==> config.mk <==
export PLATFORM = sky130hd
export DESIGN_NAME = trng_harvester
export DESIGN_NICKNAME = d
export VERILOG_FILES = /design/src/rtl/trng_pkg.sv /design/src/rtl/trng_fifo.sv /design/src/rtl/trng_harvester.sv
export SDC_FILE = /design/constraint.sdc
export NUM_CORES = 1
export LEC_CHECK = 0
export ABC_AREA = 1
export BUFFER_PORTS_ARGS = -buffer_cell sky130_fd_sc_hd__buf_2
export CAP_MARGIN = 20
export CORE_MARGIN = 2
export CORE_UTILIZATION = 39
export CTS_CLUSTER_SIZE = 24
export DETAILED_ROUTE_END_ITERATION = 8
export PLACE_DENSITY = 0.56
export SKIP_CTS_REPAIR_TIMING = 1
export SYNTH_ARGS = -nofsm -noshare
export SYNTH_HDL_FRONTEND = slang
export SYNTH_SLANG_ARGS = --single-unit
==> constraint.sdc <==
create_clock -name i_clk -period 2.2 [get_ports i_clk]
set_input_delay 0.11 -clock i_clk [delete_from_list [all_inputs] [get_ports i_clk]]
set_output_delay 0.11 -clock i_clk [all_outputs]
set_load 0.01 [all_outputs]
==> src/rtl/trng_pkg.sv <==
// Shared types and default sizing for the TRNG harvester slice.
package trng_pkg;

  typedef enum logic {
    ST_FILL = 1'b0,
    ST_HOLD = 1'b1
  } asm_state_e;

  localparam int TRNG_WIDTH = 8;
  localparam int TRNG_DEPTH = 4;
  localparam int TRNG_DECIM = 4;

endpackage

==> src/rtl/trng_fifo.sv <==
// First-word-fall-through word FIFO with flush; head reads as 0 when empty.
module trng_fifo #(
  parameter int WIDTH = 8,
  parameter int DEPTH = 4
) (
  input  logic                       i_clk,
  input  logic                       i_reset_n,
  input  logic                       i_push,
  input  logic                       i_pop,
  input  logic                       i_flush,
  input  logic [WIDTH-1:0]           i_dat,
  output logic [WIDTH-1:0]           o_dat,
  output logic                       o_valid,
  output logic [$clog2(DEPTH+1)-1:0] o_level
);
  localparam int AW = $clog2(DEPTH);
  localparam int LW = $clog2(DEPTH+1);

  logic [WIDTH-1:0] mem [DEPTH];
  logic [AW-1:0]    wptr, rptr;
  logic             do_push, do_pop;

  assign do_pop  = i_pop & o_valid;
  // A pop in the same cycle frees the slot, so a full FIFO still accepts a push.
  assign do_push = i_push & ((o_level != LW'(DEPTH)) | do_pop);

  always_ff @(posedge i_clk) begin
    if (!i_reset_n || i_flush) begin
      wptr    <= '0;
      rptr    <= '0;
      o_level <= '0;
    end else begin
      if (do_push) wptr <= wptr + AW'(1);
      if (do_pop)  rptr <= rptr + AW'(1);
      case ({do_push, do_pop})
        2'b10:   o_level <= o_level + LW'(1);
        2'b01:   o_level <= o_level - LW'(1);
        default: ;
      endcase
    end
  end

  always_ff @(posedge i_clk) begin
    if (do_push) mem[wptr] <= i_dat;
  end

  assign o_valid = (o_level != '0);
  assign o_dat   = o_valid ? mem[rptr] : '0;

endmodule

==> src/rtl/trng_harvester.sv <==
// TRNG back end: sample/XOR rings, decimate, assemble words, buffer in FIFO.
// Optional repetition-count health test enabled by defining TRNG_HEALTH_EN.
module trng_harvester import trng_pkg::*; #(
  parameter int WIDTH      = TRNG_WIDTH,
  parameter int NSRC       = 4,
  parameter int SRC_WIDTH  = 3,
  parameter int DECIM      = TRNG_DECIM,
  parameter int DEPTH      = TRNG_DEPTH,
  parameter int RCT_CUTOFF = 32
) (
  input  logic                        i_clk,
  input  logic                        i_reset_n,
  input  logic [NSRC*SRC_WIDTH-1:0]   i_rnd_src,
  input  logic                        i_enable,
  input  logic                        i_read,
  output logic [WIDTH-1:0]            o_dat,
  output logic                        o_valid,
  output logic [$clog2(DEPTH+1)-1:0]  o_level,
  output logic [NSRC*SRC_WIDTH-1:0]   o_sampled,
  output logic                        o_alarm
);
  localparam int SW = NSRC*SRC_WIDTH;
  localparam int LW = $clog2(DEPTH+1);
  localparam int DW = (DECIM > 1) ? $clog2(DECIM) : 1;
  localparam int BW = $clog2(WIDTH);

  logic          alarm, alarm_set, kill;

  // Two-flop capture of the unsynchronised rings, then XOR fold to one raw bit.
  logic [SW-1:0] s1;
  logic          raw;
  always_ff @(posedge i_clk) begin
    if (!i_reset_n) begin
      s1        <= '0;
      o_sampled <= '0;
      raw       <= 1'b0;
    end else begin
      s1        <= i_rnd_src;
      o_sampled <= s1;
      raw       <= ^o_sampled;
    end
  end

  logic [DW-1:0] dcnt;
  logic          acc, bit_vld, bit_val;
  assign bit_vld = i_enable & (dcnt == DW'(DECIM-1));
  assign bit_val = acc ^ raw;

  always_ff @(posedge i_clk) begin
    if (!i_reset_n || kill) begin
      dcnt <= '0;
      acc  <= 1'b0;
    end else if (i_enable) begin
      if (bit_vld) begin
        dcnt <= '0;
        acc  <= 1'b0;
      end else begin
        dcnt <= dcnt + DW'(1);
        acc  <= acc ^ raw;
      end
    end
  end

  asm_state_e       state, state_nxt;
  logic [WIDTH-1:0] word, word_nxt, push_dat;
  logic [BW-1:0]    bcnt, bcnt_nxt;
  logic             push_req, pop, space;

  assign pop   = i_read & o_valid;
  assign space = (o_level < LW'(DEPTH)) | pop;

  always_comb begin
    state_nxt = state;
    word_nxt  = word;
    bcnt_nxt  = bcnt;
    push_req  = 1'b0;
    push_dat  = word;
    if (i_enable) begin
      case (state)
        ST_FILL: if (bit_vld) begin
          word_nxt = {word[WIDTH-2:0], bit_val};
          if (bcnt == BW'(WIDTH-1)) begin
            push_dat = {word[WIDTH-2:0], bit_val};
            if (space) begin
              push_req = 1'b1;
              word_nxt = '0;
              bcnt_nxt = '0;
            end else begin
              state_nxt = ST_HOLD;
            end
          end else begin
            bcnt_nxt = bcnt + BW'(1);
          end
        end
        ST_HOLD: begin
          // A stalled word keeps absorbing entropy until the FIFO drains.
          if (space) begin
            push_req  = 1'b1;
            word_nxt  = '0;
            bcnt_nxt  = '0;
            state_nxt = ST_FILL;
          end else if (bit_vld) begin
            word_nxt = {word[WIDTH-2:0], word[WIDTH-1] ^ bit_val};
          end
        end
        default: state_nxt = ST_FILL;
      endcase
    end
  end

  always_ff @(posedge i_clk) begin
    if (!i_reset_n || kill) begin
      state <= ST_FILL;
      word  <= '0;
      bcnt  <= '0;
    end else begin
      state <= state_nxt;
      word  <= word_nxt;
      bcnt  <= bcnt_nxt;
    end
  end

`ifdef TRNG_HEALTH_EN
  localparam int RW = $clog2(RCT_CUTOFF+1);
  logic [RW-1:0] run, run_nxt;
  logic          last;

  always_comb begin
    run_nxt = RW'(1);
    if (raw == last) run_nxt = (run == RW'(RCT_CUTOFF)) ? run : run + RW'(1);
  end

  assign alarm_set = i_enable & ~alarm & (run_nxt == RW'(RCT_CUTOFF));

  always_ff @(posedge i_clk) begin
    if (!i_reset_n) begin
      run   <= '0;
      last  <= 1'b0;
      alarm <= 1'b0;
    end else begin
      if (i_enable) begin
        run  <= run_nxt;
        last <= raw;
      end
      if (alarm_set) alarm <= 1'b1;
    end
  end
`else
  assign alarm_set = 1'b0;
  assign alarm     = 1'b0;
`endif

  assign kill    = alarm | alarm_set;
  assign o_alarm = alarm;

  trng_fifo #(.WIDTH(WIDTH), .DEPTH(DEPTH)) u_fifo (
    .i_clk     (i_clk),
    .i_reset_n (i_reset_n),
    .i_push    (push_req & ~kill),
    .i_pop     (pop),
    .i_flush   (kill),
    .i_dat     (push_dat),
    .o_dat     (o_dat),
    .o_valid   (o_valid),
    .o_level   (o_level)
  );

endmodule

# Word-level counts from Yosys, hierarchy flattened
# Memory sizes are Yosys's and may differ from the RTL's. A register that Yosys moved wholly into a read port is not among the register bits.
# Index checks and enable logic that the tools add are counted.
totals:
  latch_bits: 0
  out_inout_bits: 25
  word_cells: 71
  rom_bits: 0
  register_bits: 47
  mem_bits_rw: 32
  mem_count: 1
op_classes:
  div: 0
  magnitude_cmp: 1
  n_mux: 31
  shifts: 0
  reduce_logical: 5
  bitwise: 9
  mul: 0
  eq_ne: 7
  n_addsub: 6
mem_list:
  columns: ["memory", "depth", "width", "read_ports", "rd_clocked_by_memory_dff", "wr", "line_no", "text"]
  rows:
  - ["u_fifo.mem", 4, 8, 1, 1, 1, "trng_fifo.sv:19", "logic [WIDTH-1:0] mem [DEPTH];"]
ops:
  columns: ["cell", "n"]
  rows:
  - ["$mux 8", 10]
  - ["$pmux 8 s2", 1]
  - ["$pmux 3 s2", 2]
  - ["$reduce_xor 12->1", 1]
  - ["$mux 1", 10]
  - ["$mux 3", 3]
  - ["$add 2x1->2 const B", 3]
  - ["$add 3x1->3 const B", 2]
  - ["$mux 2", 3]
  - ["$and 1x1->1", 4]
  - ["$eq 2x2->1 const B", 2]
  - ["$pmux 1 s2", 2]
  - ["$eq 3x3->1 const B", 1]
  - ["$lt 3x3->1 const B", 1]
  - ["$ne 3x2->1 const B", 1]
  - ["$ne 3x3->1 const B", 1]
  - ["$reduce_and 3->1", 1]
  - ["$reduce_bool 3->1", 1]
  - ["$sub 3x1->3 const B", 1]
  - ["$eq 2x1->1 const B", 1]
  - ["$ne 2x2->1 const B", 1]
  - ["$or 1x1->1", 2]
  - ["$reduce_and 2->1", 1]
  - ["$reduce_bool 2->1", 1]
  - ["2 further kinds", 3]

# Longest topological paths before layout
depth:
  depth_word: 11
  ltp_mapped: 12

# Cells and area by module
# Synthesis repeated with hierarchy kept, for this count alone.
unflattened:
  cells_unflattened: 409
  area_unflattened_um2: 3552.2
modules_own_cells:
  columns: ["mod", "instances", "seq_area_each_um2", "area_each_um2", "cells_each"]
  rows:
  - ["trng_harvester", 1, 800.8, 1800.5, 240]
  - ["trng_fifo", 1, 1141.1, 1751.7, 169]

# Least setup slack after synthesis
# OpenSTA, ideal clock, no wires.
synth_path:
  path_kind: "reg-to-reg"
  start: "register bcnt[0]"
  end: "register u_fifo.o_level[2]"
  path_buffers: 0
  setup_ns: 0.115
  slack_ns: 0.349
  arrival_ns: 1.736
  t_required_ns: 2.085
  path_stages_with_launch: 12
  path_cell_list: "dfxtp_1 > ha_1 > ha_1 > nor2_2 > nor2_4 > nand2_4 > nand2_1 > inv_1 > fa_1 > nand3b_1 > a21oi_1 > nor2_1"
synth_via:
  elab_chain_len: 8
synth_rtl:
  columns: ["element", "line_no", "text"]
  rows:
  - ["start: declaration", "trng_harvester.sv:66", "logic [BW-1:0] bcnt, bcnt_nxt;"]
  - ["start signal: assignment", "trng_harvester.sv:119", "bcnt <= bcnt_nxt;"]
  - ["$eq 3x3->1 (*)", "trng_harvester.sv:82", "if (bcnt == BW'(WIDTH-1)) begin"]
  - ["$mux 1 (*)", "trng_harvester.sv:82", null]
  - ["$mux 1 (*)", "trng_harvester.sv:80", "ST_FILL: if (bit_vld) begin"]
  - ["$pmux 1 s2 (*)", "trng_harvester.sv:79", "case (state)"]
  - ["$mux 1 (*)", "trng_harvester.sv:78", "if (i_enable) begin"]
  - ["$and 1x1->1 (*)", "trng_fifo.sv:25", "assign do_push = i_push & ((o_level != LW'(DEPTH)) | do_pop);"]
  - ["$eq 2x1->1 or $eq 2x2->1 (tied branches)", "trng_fifo.sv:35", "case ({do_push, do_pop})"]
  - ["$pmux 3 s2 or $reduce_bool 2->1 (tied branches)", null, null]
  - ["end signal: assignment", "trng_fifo.sv:36", "2'b10: o_level <= o_level + LW'(1);"]
  - ["end signal: assignment", "trng_fifo.sv:37", "2'b01: o_level <= o_level - LW'(1);"]
  - ["end: declaration", "trng_fifo.sv:14", "output logic [$clog2(DEPTH+1)-1:0] o_level"]
# Mark *: on every way between the ends. The rest lies on a longest branch, timed or not.
# A chain may end at the register's enable or synchronous reset.

# Final worst setup path
# Ends and elaborated chain as after synthesis.

==> flow_metrics.tcl <==
set metrics [dict create \
    grt_use_total 0.134 \
    reg2reg_to "u_fifo.o_level[2]" \
    globalRouteOverflowTotal 0 \
    ctsLongestPathBuffers 2 \
    grt_max_degree 22 \
    ys_warn_count 0 \
    fmax_mhz 503 \
    initial_utilization 0.399 \
    p_clk_frac 0.291 \
    placed_area_um2 3760 \
    min_to "dcnt[0]" \
    fin_skew_ns 0.00910 \
    vias_per_cell 4.49 \
    tightestPinTransition_ns 0.567 \
    path_class "flop to flop" \
    fp.dieArea_um2 9610 \
    crit_arrival_ns 2.24 \
    drtAntennaViolNets 0 \
    place_inst 546 \
    clock_sinks 81 \
    syn_inst 405 \
    place_ws_ns 0.221 \
    first_pass_iters 4 \
    antenna_found_initial 0 \
    register_area_um2 1940 \
    fin_nets 485 \
    synth_area_um2 3450 \
    slew_violations 0 \
    grt_pass1_wl_mm 10.3 \
    pin_count 41 \
    cp.required_ns 2.45 \
    hp-class "input pin to flop" \
    hold_start "i_enable" \
    drc 0 \
    synth_seq_cells 81 \
    clock_latency_ns 0.35 \
    synth_seq_area_share 0.563 \
    die_w_um 98.0 \
    syn_nets 429 \
    swShare 0.322 \
    drive_above_1_share 0.165 \
    synth_edf_count 32 \
    grt_pass1_vias 2251 \
    yosys.area.top_type_share 0.284 \
    power_density_nw_per_um2 849 \
    end_kind "flop" \
    root_buffer "clkbuf_8" \
    fillers 846 \
    hold_viol 0 \
    cts_tree "built" \
    finalWorstSetupSlack_ns 0.211 \
    yosys-top-cells-area "dfxtp_1 28%, edfxtp_1 28%, nand2_1 11%" \
    p_total_uw 3450 \
    async_reset_ff_frac 0 \
    yosysMostFrequentCell "nand2_1" \
    path_max_fanout 10 \
    gp_congestion 0.751 \
    avgSynthCellArea_um2 8.51 \
    reg2reg_depth 11 \
    area_delta_synth_final_pct 18.0 \
    wl_per_cell_um 11.0 \
    outcome "finished clean" \
    rrSetupSlack_ns 0.21 \
    multi_input_area_um2 1220 \
    relSlewSlack 0.618 \
    r2r-start "bcnt[0]" \
    power_frac_comb 0.212 \
    ir_worst_vdd_mv 0.447 \
    hold_depth 2 \
    pwr-share-seq 0.496 \
    cp-start-kind "flop" \
    port_buffers 39 \
    intPower_uw 2340 \
    drt-initial-drc-count 89 \
    die_h_um 98.0 \
    setup_tns_ns 0 \
    antennaDiodeCount 0 \
    setup_viol 0 \
    hpwl_mm 4.29 \
    rows 34 \
    drv_cap 0 \
    synth_top_area_cell "dfxtp_1" \
    wirelength_mm 6.33 \
    ys_types 28 \
    core_um2 8640 \
    design_area_um2 4070 \
    period_minus_slack_ns 1.99 \
    fin_crit_sh 0.904 \
    synth_ff_type "dfxtp_1" \
    path_clk_slew_ns 0.09 \
    htreeDepth 3 \
    p_sw_uw 1110 \
    via_count 2578 \
    leakagePower_uw 0.00187 \
    rsz0062_at_grt "false" \
    cts-buffers-inserted 9 \
    synth_common_cells "98 x nand2_1, 58 x inv_1, 49 x dfxtp_1, 49 x nor2_1, 34 x o21ai_0" \
    layout.cells.non_filler 574 \
]
==> how the worst max path moves through the flow <==
stage	from	end	slack [ns]
2_1_floorplan	bcnt[0]	u_fifo.o_level[2]	0.35
3_3_place_gp	bcnt[0]	u_fifo.o_level[2]	0.26
3_5_place_dp	bcnt[0]	u_fifo.o_level[2]	0.22
4_1_cts	flop	o_dat[7]	0.14
5_1_grt	bcnt[0]	u_fifo.o_level[2]	0.01
6_report	bcnt[0]	u_fifo.o_level[2]	0.21
==> sequential cells by signal, summed over array words and instances (netlist names), named ones only <==
register / flops
u_fifo.mem: 32
o_sampled: 12
s1: 12
word: 8
bcnt: 3
u_fifo.o_level: 3
dcnt: 2
u_fifo.rptr: 2
u_fifo.wptr: 2
acc: 1
raw: 1
state: 1
==> cells by family (layout without fill, tap and decap cells) <==
| group | after synthesis | count (layout) | synth area share |
|---|---|---|---|
| and+or+nand+nor | 169 | 169 | 0.203 |
| DFF | 81 | 81 | 0.563 |
| buffers and inverters | 74 | 135 | 0.0838 |
| AOI/OAI and AO/OA | 66 | 66 | 0.102 |
| adders and majority gates | 8 | 8 | 0.0312 |
| xor gates and xnor gates | 6 | 6 | 0.0152 |
| other | 1 | 1 | 0.00109 |
==> placed cells by master (no fill, tap or decap) <==
cell type      count
nor2_4             1
nor3_4             1
nand2_2            2
a31oi_1            1
nand3b_1           1
nor2_1            49
dfxtp_1           48
a21oi_4            1
inv_2              5
nand3_1           12
xnor2_1            3
edfxtp_1          32
fa_1               1
clkbuf_8           9
xor2_1             3
ha_1               7
nor2_2             3
clkinv_4           2
clkbuf_4           1
nand2_4            2
inv_6              3
nand2_1           98
dfxtp_2            1
buf_2             39
inv_1             58
a211oi_1           1
o21ai_2            1
a21oi_1           27
o21ai_0           34
conb_1             1
a221oi_1           1
buf_4              5
clkinvlp_4         1
dlygate4sd3_1     12
==> per-layer routing <==
layer / track usage / share of wire
met1: 0.176 / 0.48
met2: 0.216 / 0.46
met3: 0.0465 / 0.044
met4: 0.0321 / 0.011
met5: 0 / 0
==> worst max-delay path, cell delays in order (launching register included) <==
cell and delay, ns:
dfxtp_1 0.36, ha_1 0.15, ha_1 0.18, nor2_2 0.07
nor2_4 0.13, nand2_4 0.09, nand2_1 0.10, inv_1 0.06
fa_1 0.37, nand3b_1 0.19, a21oi_1 0.14, nor2_1 0.06
==> power by group through the flow <==
stage	registers (µW)	logic, µW	clock network (µW)
2_1_floorplan	1710	502	0
3_3_place_gp	1750	723	0
3_5_place_dp	1750	732	0
4_1_cts	1720	734	1040
5_1_grt	1730	851	1100
6_report	1710	734	1010
==> area by class of cell <==
class                      count  area share
sequential                    81       0.478
multi-input combinational    250       0.299
timing repair buffer          56      0.0867
inverter                      63      0.0581
tap                          108      0.0332
clock buffer                  10      0.0323
clock inverter                 6      0.0126
==> through the flow <==
step | hold WS (ns) | utilization
5_1_grt | 0.0740 | 0.471
4_1_cts | -0.0802 | 0.457
3_5_place_dp | 0.295 | 0.436
2_1_floorplan | 0.203 | -
6_report | 0.0717 | 0.471
3_3_place_gp | 0.289 | 0.436
Note: power is estimated with default switching activity, not from simulation.
